===== src/rtl/sdr_ctrl_pkg.sv =====
// rtl/sdr_ctrl_pkg.sv - shared SDRAM controller states, pin encodings and field positions
package sdr_ctrl_pkg;

    typedef logic [3:0] state_t;

    localparam state_t ST_IDLE     = 4'd0;
    localparam state_t ST_ACT      = 4'd1;
    localparam state_t ST_WAIT_RCD = 4'd2;
    localparam state_t ST_RW       = 4'd3;
    localparam state_t ST_WAIT_CL  = 4'd4;
    localparam state_t ST_PRE      = 4'd5;
    localparam state_t ST_WAIT_RP  = 4'd6;
    localparam state_t ST_DONE     = 4'd7;
    localparam state_t ST_REF      = 4'd8;
    localparam state_t ST_WAIT_RFC = 4'd9;

    // {cs_n, ras_n, cas_n, we_n}
    localparam logic [3:0] CMD_NOP   = 4'b0111;
    localparam logic [3:0] CMD_ACT   = 4'b0011;
    localparam logic [3:0] CMD_READ  = 4'b0101;
    localparam logic [3:0] CMD_WRITE = 4'b0100;
    localparam logic [3:0] CMD_PRE   = 4'b0010;
    localparam logic [3:0] CMD_REF   = 4'b0001;

    localparam int BANK_MSB = 15;
    localparam int BANK_LSB = 14;
    localparam int ROW_MSB  = 13;
    localparam int ROW_LSB  = 8;
    localparam int COL_MSB  = 7;
    localparam int COL_LSB  = 0;
    localparam int PRE_ALL_BIT = 10;

    // current_cmd layout, shared with the command FIFO
    localparam int CMD_IS_WRITE_BIT = 32;
    localparam int CMD_ADDR_MSB     = 31;
    localparam int CMD_ADDR_LSB     = 16;
    localparam int CMD_WDATA_MSB    = 15;
    localparam int CMD_WDATA_LSB    = 0;

    typedef struct packed {
        logic        is_write;
        logic [15:0] addr;
        logic [15:0] wdata;
    } cmd_t;

endpackage


===== src/rtl/sdr_refresh_timer.sv =====
// rtl/sdr_refresh_timer.sv - periodic refresh request timer with sticky pending flag
module sdr_refresh_timer
    import sdr_ctrl_pkg::*;
#(
    parameter int REFRESH_INTERVAL = 780
) (
    input  logic pclk,
    input  logic preset,
    input  logic sys_init_done,
    input  logic ref_ack,
    output logic ref_pending
);

    localparam int CW = $clog2(REFRESH_INTERVAL);
    localparam logic [CW-1:0] RELOAD = CW'(REFRESH_INTERVAL - 1);

    logic [CW-1:0] count;
    logic          expire;

    assign expire = sys_init_done && (count == '0);

    always_ff @(posedge pclk or posedge preset) begin
        if (preset) begin
            count       <= RELOAD;
            ref_pending <= 1'b0;
        end else begin
            if (!sys_init_done || expire) begin
                count <= RELOAD;
            end else begin
                count <= count - 1'b1;
            end
            // a second expiry while still pending folds into the same request
            if (expire) begin
                ref_pending <= 1'b1;
            end else if (ref_ack) begin
                ref_pending <= 1'b0;
            end
        end
    end

endmodule


===== src/rtl/sdr_cmd_sequencer.sv =====
// rtl/sdr_cmd_sequencer.sv - ACT/RW/PRE command sequencing with refresh arbitration
module sdr_cmd_sequencer
    import sdr_ctrl_pkg::*;
#(
    parameter int T_RCD            = 2,
    parameter int T_RP             = 2,
    parameter int CAS_LAT          = 2,
    parameter int T_RFC            = 7,
    parameter int REFRESH_INTERVAL = 780
) (
    input  logic        pclk,
    input  logic        preset,
    input  logic        sys_init_done,
    input  logic        cmd_in_progress,
    input  logic [32:0] current_cmd,
    output logic        cmd_done,
    output logic [15:0] rd_data,
    output logic        rd_valid,
    output logic        ref_busy,
    output logic        sdr_cs_n,
    output logic        sdr_ras_n,
    output logic        sdr_cas_n,
    output logic        sdr_we_n,
    output logic [1:0]  sdr_ba,
    output logic [12:0] sdr_addr,
    output logic [15:0] sdr_dq_out,
    output logic        sdr_dq_oe,
    input  logic [15:0] sdr_dq_in
);

    // wait states last N cycles, so the counter loads N-1
    localparam logic [7:0] RCD_LOAD = 8'(T_RCD - 2);
    localparam logic [7:0] CL_LOAD  = 8'(CAS_LAT - 1);
    localparam logic [7:0] RP_LOAD  = 8'(T_RP - 2);
    localparam logic [7:0] RFC_LOAD = 8'(T_RFC - 2);

    state_t     state;
    logic [7:0] cnt;
    logic [3:0] pin_cmd;
    cmd_t       cmd_q;
    cmd_t       cur_cmd;
    logic       ref_pending;
    logic       ref_ack;
    logic       rcd_done, cl_done, rp_done, rfc_done;

    assign cur_cmd = current_cmd;
    assign {sdr_cs_n, sdr_ras_n, sdr_cas_n, sdr_we_n} = pin_cmd;
    assign ref_ack = (state == ST_IDLE) && sys_init_done && ref_pending;

    assign rcd_done = (state == ST_ACT && T_RCD == 1) || (state == ST_WAIT_RCD && cnt == 8'd0);
    assign cl_done  = (state == ST_RW && cmd_q.is_write) || (state == ST_WAIT_CL && cnt == 8'd0);
    assign rp_done  = (state == ST_PRE && T_RP == 1) || (state == ST_WAIT_RP && cnt == 8'd0);
    assign rfc_done = (state == ST_REF && T_RFC == 1) || (state == ST_WAIT_RFC && cnt == 8'd0);

    sdr_refresh_timer #(.REFRESH_INTERVAL(REFRESH_INTERVAL)) u_refresh_timer (
        .pclk          (pclk),
        .preset        (preset),
        .sys_init_done (sys_init_done),
        .ref_ack       (ref_ack),
        .ref_pending   (ref_pending)
    );

    always_ff @(posedge pclk or posedge preset) begin
        if (preset) begin
            state      <= ST_IDLE;
            cnt        <= 8'd0;
            pin_cmd    <= CMD_NOP;
            cmd_q      <= '0;
            sdr_ba     <= 2'd0;
            sdr_addr   <= 13'd0;
            sdr_dq_oe  <= 1'b0;
            sdr_dq_out <= 16'd0;
            rd_data    <= 16'd0;
            cmd_done   <= 1'b0;
            rd_valid   <= 1'b0;
            ref_busy   <= 1'b0;
        end else begin
            pin_cmd    <= CMD_NOP;
            sdr_dq_oe  <= 1'b0;
            sdr_dq_out <= 16'd0;
            cmd_done   <= 1'b0;
            rd_valid   <= 1'b0;
            case (state)
                ST_IDLE: begin
                    if (ref_ack) begin
                        state    <= ST_REF;
                        pin_cmd  <= CMD_REF;
                        ref_busy <= 1'b1;
                    end else if (sys_init_done && cmd_in_progress) begin
                        state    <= ST_ACT;
                        pin_cmd  <= CMD_ACT;
                        cmd_q    <= cur_cmd;
                        sdr_ba   <= cur_cmd.addr[BANK_MSB:BANK_LSB];
                        sdr_addr <= {7'b0, cur_cmd.addr[ROW_MSB:ROW_LSB]};
                    end
                end
                ST_ACT, ST_WAIT_RCD: begin
                    if (rcd_done) begin
                        state      <= ST_RW;
                        pin_cmd    <= cmd_q.is_write ? CMD_WRITE : CMD_READ;
                        sdr_addr   <= {5'b0, cmd_q.addr[COL_MSB:COL_LSB]};
                        sdr_dq_oe  <= cmd_q.is_write;
                        sdr_dq_out <= cmd_q.is_write ? cmd_q.wdata : 16'd0;
                    end else if (state == ST_ACT) begin
                        state <= ST_WAIT_RCD;
                        cnt   <= RCD_LOAD;
                    end else begin
                        cnt <= cnt - 8'd1;
                    end
                end
                ST_RW, ST_WAIT_CL: begin
                    if (cl_done) begin
                        if (!cmd_q.is_write) begin
                            rd_data <= sdr_dq_in;
                        end
                        state    <= ST_PRE;
                        pin_cmd  <= CMD_PRE;
                        sdr_addr <= 13'(1) << PRE_ALL_BIT;
                    end else if (state == ST_RW) begin
                        state <= ST_WAIT_CL;
                        cnt   <= CL_LOAD;
                    end else begin
                        cnt <= cnt - 8'd1;
                    end
                end
                ST_PRE, ST_WAIT_RP: begin
                    if (rp_done) begin
                        state    <= ST_DONE;
                        cmd_done <= 1'b1;
                        rd_valid <= !cmd_q.is_write;
                    end else if (state == ST_PRE) begin
                        state <= ST_WAIT_RP;
                        cnt   <= RP_LOAD;
                    end else begin
                        cnt <= cnt - 8'd1;
                    end
                end
                ST_DONE: begin
                    state <= ST_IDLE;
                end
                ST_REF, ST_WAIT_RFC: begin
                    if (rfc_done) begin
                        state    <= ST_IDLE;
                        ref_busy <= 1'b0;
                    end else if (state == ST_REF) begin
                        state <= ST_WAIT_RFC;
                        cnt   <= RFC_LOAD;
                    end else begin
                        cnt <= cnt - 8'd1;
                    end
                end
                default: begin
                    state    <= ST_IDLE;
                    ref_busy <= 1'b0;
                end
            endcase
        end
    end

endmodule


===== config.mk =====
export PLATFORM = sky130hd
export DESIGN_NAME = sdr_cmd_sequencer
export DESIGN_NICKNAME = d
export VERILOG_FILES = /design/src/rtl/sdr_ctrl_pkg.sv /design/src/rtl/sdr_refresh_timer.sv /design/src/rtl/sdr_cmd_sequencer.sv
export SDC_FILE = /design/constraint.sdc
export NUM_CORES = 1
export LEC_CHECK = 0
export BUFFER_PORTS_ARGS = -buffer_cell sky130_fd_sc_hd__buf_2
export CORE_ASPECT_RATIO = 0.75
export CORE_MARGIN = 5
export CORE_UTILIZATION = 40
export DETAILED_ROUTE_END_ITERATION = 7
export GPL_TIMING_DRIVEN = 0
export PLACE_DENSITY = 0.65
export SETUP_SLACK_MARGIN = 0.02
export SLEW_MARGIN = 0
export SYNTH_ARGS = -nofsm -noshare
export SYNTH_HDL_FRONTEND = slang
export SYNTH_SLANG_ARGS = --single-unit

===== constraint.sdc =====
create_clock -name pclk -period 3.2 [get_ports pclk]
set_input_delay 0.8 -clock pclk [delete_from_list [all_inputs] [get_ports pclk]]
set_output_delay 0.8 -clock pclk [all_outputs]
set_load 0.1 [all_outputs]

==> impl_metrics.toml <==
[yosys]
muxShareOfSynthArea_pct = 12.8
async_flop_share_pct = 100
yosys_warnings = 0
ys_ff_latch = 98
netlist_area_um2 = 4310
synth_top_area_share_pct = 52.3
synth_edf_count = 0
ys_seq_area_share_pct = 57.2
synthAdderAreaFrac_pct = 0.872
syn_avg_cell_area_um2 = 11.8
synth_top_family_by_area = "simple AND/OR/NAND/NOR gates"
syn_inst = 365
synth_simple_gate_area_share_pct = 14.1
netlist_top_cells_area = "dfrtp_1 (52%), mux2_1 (11%), dfstp_2 (4.9%)"
synth_cell_type_count = 52
synth_top_area_cell = "dfrtp_1"
synth_top_flop_cell = "dfrtp_1"
synth_xor_area_share_pct = 2.24
synth_compound_area_share_pct = 9.09

[sta]
slew_headroom_pct = 42.4
max_freq_mhz = 370
rsz0062_at_grt = "false"
tightest_slew_ns = 0.857
finClkSkew_ns = 0.00512
final_max_slew_viol_count = 0
setup_viol = 0
hold_viol = 0
final.min_clock_period_ns = 2.70
fin_crit_sh_pct = 84.4
fin_tns_setup_ns = 0

[critical_path]
cp_max_fo = 10
arrival_ns = 2.91
crit_path_end_kind = "register"
cp_data_required_time_ns = 3.41
startpoint_type = "register"
worstSetupPathType = "register to register"

[clocking]
postCtsSetupBuffers = 0
cts.sinks = 98
cts_tree = "built"
clock_latency_ns = 0.34
numCtsBuffers = 9
root_buffer = "clkbuf_16"
path_clk_slew_ns = 0.06
holdBufCountCts = 0
htreeDepth = 3
clockBufferDepth = 2
cts_resized = 0

[floorplanning]
pin_count = 108
dieArea_um2 = 13000
core_area_um2 = 10400
fp.dieW_um = 130
die_y_um = 99.9
rows = 32
start_util_pct = 41.4

[routing]
vias_per_cell = 5.00
routed_wl_um = 9260
first_pass_iters = 4
drt-initial-drc-count = 150
routedWlPerCell_um = 14.8
post-route-drc-count = 0
antenna_violating_nets_post_route = 0
dr_total_vias = 3119

[layout]
final_util_pct = 51.1
areaGrowthSynthToFinish_pct = 23.4
final_common_cell = "buf_2"
final_cell_mix = "buf_2 (104), dfrtp_1 (90), mux2_1 (42)"
diodes = 0
nets = 539
drive_gt1_share_pct = 30.9

[run_status]
status = "finished clean"

[run]
cap_violations = 0

[grt]
grt_pass1_vias = 3096
track_usage_pct = 14.7
overflow = 0
grt_pass1_wl_um = 15300
grt_max_degree = 44
antenna_found_initial = 0

[placement]
dp_hpwl_um = 7010
place.gp.congestion = 0.864
port_buffers = 101

[power]
total_power_uw = 5380
power_density_nw_per_um2 = 1010
power_leakage_uw = 0.00265
ir_drop_mv = 0.772

[min_path]
min_path_type = "register to register"
==> layer usage <==
layer	vias to the layer above	global-route usage [%]	share of wire [%]
li1	1511	-	-
met1	1478	20.6	46
met2	116	21.8	44
met3	14	5.16	9.2
met4	0	3.67	1.4
met5	-	0	0
==> layout make-up <==
type                    count  area [um2]
clock inverters             4        27.5
clock buffers              12         246
fillers                   966        5090
repair buffers            103         546
multi-input cells         239        1700
plain buffers              22         120
inverters                  10        41.3
flip-flops and latches     98        2460
well taps                 136         170
==> critical path: stages (launching register included) <==
cell and delay [ns]:
dfrtp_1 0.35, buf_2 0.17, nor2_2 0.39, nand2_1 0.18, nor4_2 0.74, buf_2 0.37
mux2_1 0.36
==> kinds of logic after synthesis <==
logic type	Yosys count
mux	49
other cells	1
fa+ha+maj	3
flops	98
buf+inv	32
compound gates	61
xor+xnor	11
simple gates	110
==> final timing paths <==
kind	startpoint	end	slack (ns)	cells after the start
max in group asynchronous	preset	u_refresh_timer.count[8]$_DFF_PP1_	1.85	4
setup reg to reg	state[1]$_DFFE_PP0P_	rd_data[0]$_DFFE_PP0P_	0.50	6
hold reg to reg	u_refresh_timer.count[0]$_DFF_PP1_	u_refresh_timer.count[0]$_DFF_PP1_	0.46	1
min in group asynchronous	preset	rd_data[2]$_DFFE_PP0P_	0.47	2
hold / removal	u_refresh_timer.count[0]$_DFF_PP1_	u_refresh_timer.count[0]$_DFF_PP1_	0.46	1
setup / recovery	state[1]$_DFFE_PP0P_	rd_data[0]$_DFFE_PP0P_	0.50	6
==> synthesized netlist by cell type (5+ instances only) <==
master / count
dfrtp_1: 90
mux2_1: 42
nand2_1: 30
nor2_1: 21
o21ai_0: 16
and2_1: 15
clkbuf_1: 12
inv_1: 10
nor3_1: 10
a21oi_1: 9
dfstp_2: 8
xnor2_1: 8
mux2_2: 7
a22oi_1: 6
o21ai_1: 6
buf_4: 5
nand3_1: 5
==> report_power, final <==
part	internal, uW	total [uW]	switching, uW
logic	699	2570	1870
clock network	550	990	440
registers	1610	1820	207
==> flip-flops by register name (all words and copies together) (netlist names), 2 cells and up <==
name / cells
cmd_q: 25
state: 4
pin_cmd: 3
sdr_addr: 9
sdr_ba: 2
u_refresh_timer.count: 10
cnt: 8
sdr_dq_out: 16
rd_data: 16
==> per-stage QoR <==
step | instances | setup slack [ns] | hold WS (ns) | instance area, um2
CTS | 624 | 0.509 | 0.463 | 5320
global placement | 606 | 0.564 | 0.442 | 5000
finish | 624 | 0.499 | 0.456 | 5320
detailed placement | 608 | 0.518 | 0.446 | 5040
floorplan | 369 | 0.906 | 0.429 | 4330
global route | 624 | 0.300 | 0.485 | 5320
No activity file was read; power rests on OpenSTA's default activity.
